$ cat config.mk
export PLATFORM = sky130hd
export DESIGN_NAME = bram_uart_dump
export DESIGN_NICKNAME = d
export VERILOG_FILES = /design/src/rtl/dump_pkg.sv /design/src/rtl/uart_byte_issuer.sv /design/src/rtl/bram_uart_dump.sv
export SDC_FILE = /design/constraint.sdc
export NUM_CORES = 1
export LEC_CHECK = 0
export CAP_MARGIN = 25
export CORE_AREA = 10 10 113 115
export CTS_BUF_LIST = sky130_fd_sc_hd__clkbuf_8
export CTS_CLUSTER_DIAMETER = 60
export DETAILED_ROUTE_END_ITERATION = 8
export DIE_AREA = 0 0 123 125
export PLACE_DENSITY_LB_ADDON = 0.08
export SYNTH_ARGS = -nofsm -noshare
export SYNTH_HDL_FRONTEND = slang
export SYNTH_SLANG_ARGS = --single-unit
export TNS_END_PERCENT = 50
$ cat constraint.sdc
create_clock -name clk -period 3 [get_ports clk]
set_clock_uncertainty 0.1 [all_clocks]
set_input_delay 0.3 -clock clk [delete_from_list [all_inputs] [get_ports clk]]
set_output_delay 0.3 -clock clk [all_outputs]
set_load 0.005 [all_outputs]
$ cat src/rtl/dump_pkg.sv
// Shared definitions for the BRAM-to-UART debug dump.
//   SYNC0/SYNC1 : packet sync bytes (not part of the checksum)
//   state_t     : top-level packet sequencer states
//   phase_t     : byte handshake phases inside uart_byte_issuer
//   hdr_byte    : byte n (0..3) of the packet header for a given count
package dump_pkg;

    localparam logic [7:0] SYNC0 = 8'hA5;
    localparam logic [7:0] SYNC1 = 8'h5A;

    typedef enum logic [2:0] {
        S_IDLE,
        S_HDR,
        S_RD,
        S_RDW,
        S_SEND_HI,
        S_SEND_LO,
        S_CSUM,
        S_FIN
    } state_t;

    typedef enum logic [1:0] {
        PH_IDLE,
        PH_ISSUE,
        PH_ACK,
        PH_DRAIN
    } phase_t;

    function automatic logic [7:0] hdr_byte(input logic [1:0] idx, input logic [15:0] cnt);
        case (idx)
            2'd0:    hdr_byte = SYNC0;
            2'd1:    hdr_byte = SYNC1;
            2'd2:    hdr_byte = cnt[15:8];
            default: hdr_byte = cnt[7:0];
        endcase
    endfunction

endpackage

$ cat src/rtl/uart_byte_issuer.sv
// Hands one byte at a time to uart_tx using an issue / ack / drain sequence.
//   clk, reset  : clock, synchronous active-high reset
//   send        : a byte is offered on byte_in (taken only when free and tx_busy=0)
//   byte_in     : byte offered
//   tx_busy     : uart_tx busy flag
//   tx_dv       : one-cycle strobe to uart_tx
//   tx_byte     : held byte, stable until the next accepted send
//   byte_done   : one-cycle pulse when the drain sees tx_busy=0
//
// phase    | meaning
// PH_IDLE  | nothing in flight, waiting for send with tx_busy low
// PH_ISSUE | tx_dv high for this cycle
// PH_ACK   | fixed one-cycle wait while uart_tx raises tx_busy
// PH_DRAIN | wait for tx_busy to fall
module uart_byte_issuer
    import dump_pkg::*;
(
    input  logic       clk,
    input  logic       reset,
    input  logic       send,
    input  logic [7:0] byte_in,
    input  logic       tx_busy,
    output logic       tx_dv,
    output logic [7:0] tx_byte,
    output logic       byte_done
);

    phase_t phase;
    phase_t phase_n;
    logic   accept;

    always_ff @(posedge clk) begin
        if (reset) begin
            phase   <= PH_IDLE;
            tx_byte <= 8'h00;
        end else begin
            phase <= phase_n;
            if (accept) begin
                tx_byte <= byte_in;
            end
        end
    end

    always_comb begin
        phase_n = phase;
        case (phase)
            PH_IDLE:  if (accept) phase_n = PH_ISSUE;
            PH_ISSUE: phase_n = PH_ACK;
            PH_ACK:   phase_n = PH_DRAIN;
            PH_DRAIN: if (!tx_busy) phase_n = accept ? PH_ISSUE : PH_IDLE;
            default:  phase_n = PH_IDLE;
        endcase
    end

    // A send offered in the drain-complete cycle chains straight into the next
    // issue, so back-to-back bytes cost exactly 2 + busy cycles.
    assign tx_dv     = (phase == PH_ISSUE);
    assign byte_done = (phase == PH_DRAIN) && !tx_busy;
    assign accept    = send && !tx_busy && ((phase == PH_IDLE) || (phase == PH_DRAIN));

endmodule

$ cat src/rtl/bram_uart_dump.sv
// Streams a window of a synchronous-read BRAM out over UART as a framed packet:
// A5 5A CNT_HI CNT_LO {word_hi word_lo}* CSUM, CSUM = sum of CNT and data bytes.
//   clk, reset            : clock, synchronous active-high reset
//   start                 : pulse, accepted in IDLE only
//   base_addr, word_count : window start and length, sampled with start
//   mem_en, mem_addr      : BRAM read port request
//   mem_q                 : BRAM read data, one cycle after mem_en
//   tx_dv, tx_byte        : byte strobe and byte to uart_tx
//   tx_busy               : uart_tx busy flag
//   busy, done            : packet in progress, one-cycle completion pulse
//
// state     | meaning
// S_IDLE    | waiting for start
// S_HDR     | sending sync and count bytes (hdr_idx selects which)
// S_RD      | mem_en for one cycle at addr_q
// S_RDW     | mem_q valid: capture word, offer its high byte
// S_SEND_HI | high byte of word in flight
// S_SEND_LO | low byte of word in flight
// S_CSUM    | checksum byte in flight
// S_FIN     | done pulse
module bram_uart_dump
    import dump_pkg::*;
#(
    parameter int DATA_WIDTH = 16,
    parameter int DEPTH      = 1568,
    parameter int AW         = $clog2(DEPTH)
) (
    input  logic                  clk,
    input  logic                  reset,
    input  logic                  start,
    input  logic [AW-1:0]         base_addr,
    input  logic [15:0]           word_count,
    output logic                  mem_en,
    output logic [AW-1:0]         mem_addr,
    input  logic [DATA_WIDTH-1:0] mem_q,
    output logic                  tx_dv,
    output logic [7:0]            tx_byte,
    input  logic                  tx_busy,
    output logic                  busy,
    output logic                  done
);

    localparam logic [AW-1:0] LAST_ADDR = AW'(DEPTH - 1);

    state_t        state;
    state_t        state_n;
    logic [AW-1:0] addr_q;
    logic [15:0]   cnt_q;
    logic [15:0]   words_left;
    logic [15:0]   word_q;
    logic [15:0]   q_ext;
    logic [7:0]    csum_q;
    logic [1:0]    hdr_idx;
    logic          send;
    logic [7:0]    byte_in;
    logic          byte_done;

    assign q_ext    = 16'($signed(mem_q));
    assign mem_addr = addr_q;

    always_ff @(posedge clk) begin
        if (reset) begin
            state <= S_IDLE;
        end else begin
            state <= state_n;
        end
    end

    always_comb begin
        state_n = state;
        case (state)
            S_IDLE:    if (start) state_n = S_HDR;
            S_HDR:     if (byte_done && hdr_idx == 2'd3) state_n = (cnt_q == 16'd0) ? S_CSUM : S_RD;
            S_RD:      state_n = S_RDW;
            S_RDW:     state_n = S_SEND_HI;
            S_SEND_HI: if (byte_done) state_n = S_SEND_LO;
            S_SEND_LO: if (byte_done) state_n = (words_left != 16'd0) ? S_RD : S_CSUM;
            S_CSUM:    if (byte_done) state_n = S_FIN;
            default:   state_n = S_IDLE;
        endcase
    end

    always_comb begin
        mem_en = (state == S_RD);
        busy   = (state != S_IDLE) && (state != S_FIN);
        done   = (state == S_FIN);
    end

    // When a byte drains, the byte for the following position is offered in the
    // same cycle so the issuer can chain it. Otherwise the current position's
    // byte is offered; the issuer ignores it while a byte is still in flight.
    // tx_byte still holds the byte just drained, so the checksum lookahead
    // adds it before it lands in csum_q.
    always_comb begin
        send    = 1'b0;
        byte_in = 8'h00;
        if (byte_done) begin
            case (state)
                S_HDR: begin
                    if (hdr_idx != 2'd3) begin
                        send    = 1'b1;
                        byte_in = hdr_byte(hdr_idx + 2'd1, cnt_q);
                    end else if (cnt_q == 16'd0) begin
                        send    = 1'b1;
                        byte_in = csum_q + tx_byte;
                    end
                end
                S_SEND_HI: begin
                    send    = 1'b1;
                    byte_in = word_q[7:0];
                end
                S_SEND_LO: begin
                    if (words_left == 16'd0) begin
                        send    = 1'b1;
                        byte_in = csum_q + tx_byte;
                    end
                end
                default: ;
            endcase
        end else begin
            case (state)
                S_HDR:     begin send = 1'b1; byte_in = hdr_byte(hdr_idx, cnt_q); end
                S_RDW:     begin send = 1'b1; byte_in = q_ext[15:8];              end
                S_SEND_HI: begin send = 1'b1; byte_in = word_q[15:8];             end
                S_SEND_LO: begin send = 1'b1; byte_in = word_q[7:0];              end
                S_CSUM:    begin send = 1'b1; byte_in = csum_q;                   end
                default: ;
            endcase
        end
    end

    always_ff @(posedge clk) begin
        if (reset) begin
            addr_q     <= '0;
            cnt_q      <= 16'd0;
            words_left <= 16'd0;
            word_q     <= 16'd0;
            csum_q     <= 8'h00;
            hdr_idx    <= 2'd0;
        end else begin
            case (state)
                S_IDLE: begin
                    if (start) begin
                        cnt_q      <= (int'(word_count) > DEPTH) ? 16'(DEPTH) : word_count;
                        words_left <= (int'(word_count) > DEPTH) ? 16'(DEPTH) : word_count;
                        addr_q     <= (int'(base_addr) >= DEPTH) ? base_addr - AW'(DEPTH) : base_addr;
                        csum_q     <= 8'h00;
                        hdr_idx    <= 2'd0;
                    end
                end
                S_HDR: begin
                    if (byte_done) begin
                        hdr_idx <= hdr_idx + 2'd1;
                        // sync bytes (idx 0,1) stay out of the checksum
                        if (hdr_idx[1]) csum_q <= csum_q + tx_byte;
                    end
                end
                S_RD: begin
                    words_left <= words_left - 16'd1;
                    addr_q     <= (addr_q == LAST_ADDR) ? '0 : addr_q + AW'(1);
                end
                S_RDW: begin
                    word_q <= q_ext;
                end
                S_SEND_HI, S_SEND_LO: begin
                    if (byte_done) csum_q <= csum_q + tx_byte;
                end
                default: ;
            endcase
        end
    end

    uart_byte_issuer u_issuer (
        .clk       (clk),
        .reset     (reset),
        .send      (send),
        .byte_in   (byte_in),
        .tx_busy   (tx_busy),
        .tx_dv     (tx_dv),
        .tx_byte   (tx_byte),
        .byte_done (byte_done)
    );

endmodule

Word-level counts from Yosys, hierarchy flattened
Cells that the tools add are included.
{ "word_totals": {"reg_bits": 82, "out_inout_bits": 23, "word_cells": 111} }
{ "op_classes": {"n_addsub": 5, "order_cmp": 2, "n_eq_ne": 28, "n_mux": 41, "n_reduce_logical": 26} }
{ "ops": {"columns": ["operator", "count"], "rows": [
  ["8-bit case mux with 3 select lines", 4],
  ["8-bit two-way mux", 8],
  ["8-bit case mux with 5 select lines", 1],
  ["11-bit two-way mux", 3],
  ["16-bit zero test", 2],
  ["16-bit two-way mux", 2],
  ["16-bit case mux with 2 select lines", 1],
  ["11-bit case mux with 2 select lines", 1],
  ["3-bit two-way mux", 7],
  ["3-bit case mux with 7 select lines", 1],
  ["2-bit inequality test (second input constant)", 10],
  ["16-bit by 11-bit greater-than comparator with 1-bit output (second input constant)", 1],
  ["16-bit nonzero test", 1],
  ["16-bit by 1-bit subtractor with 16-bit output (second input constant)", 1],
  ["3-bit equality test (second input constant)", 4],
  ["11-bit by 1-bit adder with 11-bit output (second input constant)", 1],
  ["11-bit equality test (second input constant)", 1],
  ["11-bit greater-or-equal comparator (second input constant)", 1],
  ["11-bit subtractor (second input constant)", 1],
  ["2-bit equality test (second input constant)", 5],
  ["5-bit AND reduction", 2],
  ["8-bit adder", 1],
  ["2-bit two-way mux", 4],
  ["2-bit case mux with 4 select lines", 1],
  ["20 further kinds", 38]
]} }

Longest topological paths before layout
{ "logic_depth": {"depth_word": 10, "ltp_mapped": 9} }

Cells and area by module
From an unflattened synthesis, not the netlist that was laid out.
{ "hier_totals": {"hier_cells": 662, "area_unflattened_um2": 4981.0} }
{ "modules_own_cells": {"columns": ["mod", "n_inst", "cells_each", "area_each_um2", "seq_area_each_um2"], "rows": [
  ["bram_uart_dump", 1, 615, 4510.6, 1441.4],
  ["uart_byte_issuer", 1, 47, 470.5, 200.2]
]} }

Worst setup path after synthesis
No wires, ideal clock.
{ "synth_timing": {"path_kind": "reg-to-reg", "startpoint": "reg cnt_q[15]", "endpoint": "reg u_issuer.tx_byte[6]", "setup_ns": 0.079, "t_arrival_ns": 2.017, "path_slack_ns": 0.804, "path_stages_with_launch": 8, "n_path_buf": 1, "period_less_slack_ns": 2.196, "cell_sequence": "dfxtp_1 > or4_4 > o41ai_4 > nand2_2 > a31oi_4 > buf_6 > nor2_1 > a211oi_2"} }
{ "synth_between": {"elab_chain_len": 7, "elab_cells_between_ends": 11, "cone_classes": "8 x mux; 3 x reduce/logical"} }
{ "synth_rtl": {"columns": ["item", "line_no", "text"], "rows": [
  ["from (decl)", "bram_uart_dump.sv:48", "logic [15:0] cnt_q;"],
  ["from (signal assigned)", "bram_uart_dump.sv:144", "cnt_q <= (int'(word_count) > DEPTH) ? 16'(DEPTH) : word_count;"],
  ["16-bit zero test (*)", "bram_uart_dump.sv:103", "end else if (cnt_q == 16'd0) begin"],
  ["1-bit two-way mux", "bram_uart_dump.sv:103", null],
  ["1-bit two-way mux", "bram_uart_dump.sv:100", "if (hdr_idx != 2'd3) begin"],
  ["1-bit case mux with 3 select lines", "bram_uart_dump.sv:98", "case (state)"],
  ["1-bit two-way mux", "bram_uart_dump.sv:97", "if (byte_done) begin"],
  ["1-bit logical AND (2 in a row)", "uart_byte_issuer.sv:59", "assign accept = send && !tx_busy && ((phase == PH_IDLE) || (phase == PH_DRAIN));"],
  ["to (signal assigned)", "uart_byte_issuer.sv:39", "tx_byte <= byte_in;"],
  ["to (decl)", "uart_byte_issuer.sv:24", "output logic [7:0] tx_byte,"]
]} }
Mark *: on every way between the ends. The rest lies on a longest branch, timed or not.
A chain may end at the register's enable or synchronous reset.

Final worst setup path
{ "layout_timing": {"startpoint": "reg words_left[2]", "endpoint": "reg u_issuer.phase[0]"} }
{ "layout_between": {"elab_chain_len": 9, "elab_cells_between_ends": 11, "cone_classes": "1 x eq/ne; 6 x mux; 4 x reduce/logical"} }
{ "layout_rtl": {"columns": ["item", "line_no", "text"], "rows": [
  ["from (decl)", "bram_uart_dump.sv:49", "logic [15:0] words_left;"],
  ["from (signal assigned)", "bram_uart_dump.sv:145", "words_left <= (int'(word_count) > DEPTH) ? 16'(DEPTH) : word_count;"],
  ["from (signal assigned)", "bram_uart_dump.sv:159", "words_left <= words_left - 16'd1;"],
  ["16-bit zero test (*)", "bram_uart_dump.sv:113", "if (words_left == 16'd0) begin"],
  ["1-bit two-way mux (*)", "bram_uart_dump.sv:113", null],
  ["1-bit case mux with 3 select lines (*)", "bram_uart_dump.sv:98", null],
  ["1-bit two-way mux (*)", "bram_uart_dump.sv:97", null],
  ["1-bit logical AND (*) (2 in a row)", "uart_byte_issuer.sv:59", null],
  ["1-bit two-way mux", "uart_byte_issuer.sv:50", "PH_DRAIN: if (!tx_busy) phase_n = accept ? PH_ISSUE : PH_IDLE;"],
  ["2-bit two-way mux", "uart_byte_issuer.sv:50", null],
  ["2-bit case mux with 4 select lines", "uart_byte_issuer.sv:46", "case (phase)"],
  ["to (signal assigned)", "uart_byte_issuer.sv:37", "phase <= phase_n;"],
  ["to (decl)", "uart_byte_issuer.sv:28", "phase_t phase;"]
]} }
Mark *: on every way between the ends. The rest lies on a longest branch, timed or not. The select of a mux whose other input is x is not followed.

==> flow_results.xml <==
<?xml version="1.0" encoding="UTF-8"?>
<metrics>
  <group name="detailed_routing">
    <metric name="route.detailed.wl_per_inst" unit="um">18.0</metric>
    <metric name="drt_first_iter_violations" unit="">283</metric>
    <metric name="detailedRoute.firstPassIterationCount" unit="">5</metric>
    <metric name="routed_wirelength" unit="um">15700</metric>
    <metric name="via_count" unit="">5168</metric>
    <metric name="drc_errors" unit="">0</metric>
    <metric name="detail_route.vias_per_cell" unit="">5.91</metric>
    <metric name="detail-route-antenna-nets" unit="">0</metric>
  </group>
  <group name="synth">
    <metric name="synthesis.nets" unit="">738</metric>
    <metric name="post_synth_top_area_cell" unit="">sky130_fd_sc_hd__dfxtp_1</metric>
    <metric name="cell_area_synth" unit="mm^2">0.00512</metric>
    <metric name="yosys.cell_types.count" unit="">69</metric>
    <metric name="netlist_instances" unit="">670</metric>
    <metric name="synthDominantCellAreaShare" unit="%">32.1</metric>
    <metric name="count_of_warnings_emitted_by_yosys" unit="">0</metric>
    <metric name="synthesized_area_divided_by_synthesized_cell_count" unit="um^2">7.64</metric>
    <metric name="synth-seq-cells" unit="">82</metric>
    <metric name="yosys-top-cells-area" unit="">sky130_fd_sc_hd__dfxtp_1 (32%), sky130_fd_sc_hd__a21oi_1 (8.2%), sky130_fd_sc_hd__nand2_1 (7.0%)</metric>
    <metric name="synth-edff-count" unit="">0</metric>
    <metric name="asyncSetResetFlopFracSynth" unit="%">0</metric>
    <metric name="ys_seq_area_share" unit="%">32.1</metric>
    <metric name="dominantRegCellSynth" unit="">sky130_fd_sc_hd__dfxtp_1</metric>
  </group>
  <group name="setup_path">
    <metric name="path_cells" unit="">or4_1 &gt; nor2_2 &gt; nand3_1 &gt; a31oi_4 &gt; a221oi_1 &gt; a311oi_1</metric>
    <metric name="critPathCaptureType" unit="">flip-flop</metric>
    <metric name="path_max_fanout" unit="">18</metric>
    <metric name="timing_worst_setup_path_type" unit="">flip-flop to flip-flop</metric>
    <metric name="largest_stage_delay_worst_path" unit="ns">0.65</metric>
    <metric name="cp.required" unit="ns">3.17</metric>
    <metric name="crit_slowest_cell" unit="">sky130_fd_sc_hd__or4_1</metric>
    <metric name="worstPathArrival" unit="ns">2.82</metric>
    <metric name="start_kind" unit="">flip-flop</metric>
  </group>
  <group name="global_route">
    <metric name="grt_max_degree" unit="">33</metric>
    <metric name="global_route_wire_length_before_repair" unit="um">25400</metric>
    <metric name="grt-ovfl-total" unit="">0</metric>
    <metric name="first_global_vias" unit="">5062</metric>
    <metric name="grt_antenna_before_repair" unit="">0</metric>
    <metric name="groute.usage.overall" unit="%">20.1</metric>
  </group>
  <group name="floorplan">
    <metric name="die_height" unit="um">125</metric>
    <metric name="io_pins" unit="">70</metric>
    <metric name="overall_die_width" unit="um">123</metric>
    <metric name="start_util" unit="%">48.3</metric>
    <metric name="num_rows" unit="">38</metric>
    <metric name="dieArea" unit="mm^2">0.0154</metric>
    <metric name="core_area" unit="mm^2">0.0106</metric>
  </group>
  <group name="placement">
    <metric name="placed_instance_area" unit="mm^2">0.00591</metric>
    <metric name="dp_hpwl" unit="um">12000</metric>
    <metric name="gp_routability_congestion" unit="">0.964</metric>
    <metric name="buffer_ports.inserted" unit="">69</metric>
    <metric name="place.detailed.instances" unit="">858</metric>
  </group>
  <group name="status">
    <metric name="outcome" unit="">completed</metric>
  </group>
  <group name="cts">
    <metric name="postCtsSetupRepairBufs" unit="">0</metric>
    <metric name="cts_num_sinks" unit="">82</metric>
    <metric name="cts_made_buffers" unit="">9</metric>
    <metric name="cts-root-buf" unit="">sky130_fd_sc_hd__clkbuf_8</metric>
    <metric name="register_clock_pin_slew_on_the_reported_worst_setup_and_hold_paths" unit="ns">0.09</metric>
    <metric name="clk-insertion-delay-late" unit="ns">0.36</metric>
    <metric name="cts_resized" unit="">0</metric>
    <metric name="clock_tree_from_tritoncts" unit="">built</metric>
    <metric name="cts_max_level" unit="">3</metric>
    <metric name="holdBufCountCts" unit="">0</metric>
    <metric name="clock_path_buffers" unit="">2</metric>
  </group>
  <group name="sta">
    <metric name="fmax" unit="MHz">377</metric>
    <metric name="period_share" unit="%">88.5</metric>
    <metric name="final.setup.tns" unit="ns">0</metric>
    <metric name="hold_viol_final" unit="">0</metric>
    <metric name="finalMaxSlewViolations" unit="">0</metric>
    <metric name="whs" unit="ns">0.330</metric>
    <metric name="final_period_minus_worst_setup_slack" unit="ns">2.65</metric>
    <metric name="grt_setup_unrepaired" unit="">false</metric>
    <metric name="report.final.setup_viol" unit="">0</metric>
    <metric name="worstMarginPinSlew" unit="ns">0.620</metric>
    <metric name="max_slew_margin" unit="%">58.5</metric>
  </group>
  <group name="power">
    <metric name="peakVddDrop" unit="uV">323</metric>
    <metric name="power.internal" unit="W">0.00218</metric>
    <metric name="seq_power_share" unit="%">38.7</metric>
    <metric name="power_switching" unit="W">0.00118</metric>
    <metric name="power.density_cell_area" unit="mW/mm^2">548</metric>
    <metric name="clkPwrFrac" unit="%">27.1</metric>
    <metric name="power.share.switching" unit="%">35.2</metric>
    <metric name="power_leakage" unit="nW">2.21</metric>
    <metric name="pwr-share-comb" unit="%">34.1</metric>
  </group>
  <group name="flow_run">
    <metric name="drv.max_cap_violation_count" unit="">0</metric>
  </group>
  <group name="final_layout">
    <metric name="num-nets-final" unit="">797</metric>
    <metric name="fin_cells" unit="">874</metric>
    <metric name="commonest_cells_after_routing_fill_and_taps_aside" unit="">sky130_fd_sc_hd__nand2_1 (96), sky130_fd_sc_hd__a21oi_1 (84), sky130_fd_sc_hd__dfxtp_1 (82)</metric>
    <metric name="final_area" unit="mm^2">0.00614</metric>
    <metric name="antenna_cells" unit="">0</metric>
    <metric name="syn2layout_area_growth" unit="%">19.9</metric>
    <metric name="layout.cells.most_common" unit="">sky130_fd_sc_hd__nand2_1</metric>
    <metric name="final_layout_size_suffix_gt1_share" unit="%">7.63</metric>
  </group>
  <group name="worst_hold_path">
    <metric name="holdCritPathClass" unit="">input port to flip-flop</metric>
  </group>
</metrics>
-- worst paths after layout --
check | startpoint | endpoint | depth (start not counted) | slack (ns)
hold / removal | reset | csum_q[7]$_SDFFE_PP0P_ | 2 | 0.33
hold reg to reg | word_q[11]$_SDFFE_PP0P_ | word_q[11]$_SDFFE_PP0P_ | 2 | 0.36
setup reg to reg | words_left[2]$_SDFFE_PP0P_ | u_issuer.phase[0]$_SDFFE_PP0P_ | 6 | 0.35
setup / recovery | words_left[2]$_SDFFE_PP0P_ | u_issuer.phase[0]$_SDFFE_PP0P_ | 6 | 0.35
-- synthesized netlist by cell type, drive strengths merged, types with 4 or more instances --
cell type and number:
nand2 97, a21oi 84, dfxtp 82, nor2 65, o21ai 42, clkbuf 33, nand3 30, ha 20
nor3 15, inv 14, mux2i 13, a211oi 12, a22oi 11, or4 11, and2 9, a311oi 8
and3 8, nor4 8, o211ai 8, xnor2 8, a31oi 7, a221oi 6, buf 6, a22o 5
mux2 5, nand3b 5, o22ai 4, or3 4, xor2 4
-- through the flow --
stage	power (W)	util [%]	setup WS, ns
2_1_floorplan	0.00203	-	0.804
3_3_place_gp	0.00244	55.7	0.481
3_5_place_dp	0.00246	55.7	0.393
4_1_cts	0.00337	57.9	0.386
5_1_grt	0.00356	57.9	0.159
6_report	0.00336	57.9	0.345
-- power by group through the flow --
| stage | registers [W] | logic [W] | clock network, W |
|---|---|---|---|
| finish | 0.00130 | 0.00115 | 0.000912 |
| global route | 0.00132 | 0.00126 | 0.000981 |
| global placement | 0.00132 | 0.00112 | 0 |
| floorplan | 0.00129 | 0.000737 | 0 |
| detailed placement | 0.00132 | 0.00114 | 0 |
| CTS | 0.00130 | 0.00114 | 0.000930 |
-- worst max-delay path: cells and delay by family, from the launching register on --
kind / cells / cell delay (ns)
and+or+nand+nor: 3 / 1.18
DFF: 1 / 0.35
AOI/OAI and AO/OA: 3 / 0.94
-- state kept, by name (all words and copies together), names as in the netlist --
register / count
cnt_q: 16
csum_q: 8
hdr_idx: 2
mem_addr: 11
state: 3
u_issuer.phase: 2
u_issuer.tx_byte: 8
word_q: 16
words_left: 16
-- logic make-up (layout without fill, tap and decap cells) --
logic type / after synthesis / in the layout / share of synthesized area [%]
DFF: 82 / 82 / 32.1
muxes: 18 / 18 / 3.64
and+or+nand+nor: 268 / 268 / 25.0
xor gates and xnor gates: 12 / 12 / 2.05
buffers and inverters: 55 / 119 / 5.28
adders and majority gates: 21 / 21 / 5.28
AOI/OAI and AO/OA: 214 / 214 / 26.7
-- final cells by class --
cell class,count,area (um^2)
repair buffers,88,828
clock buffers,10,138
fillers,985,4470
clock inverters,6,90.1
multi-input cells,533,3210
inverters,15,56.3
well taps,140,175
flip-flops and latches,82,1640
-- layer usage --
metal  vias to the layer above  share of wire, %  global-route usage, %
met5                         -                 0                      0
met4                         0               3.4                   9.25
met3                        35               5.5                   4.64
met2                       147                49                   33.2
met1                      2422                43                   23.9
li1                       2564                 -                      -
Power figures use the tool's default switching activity.
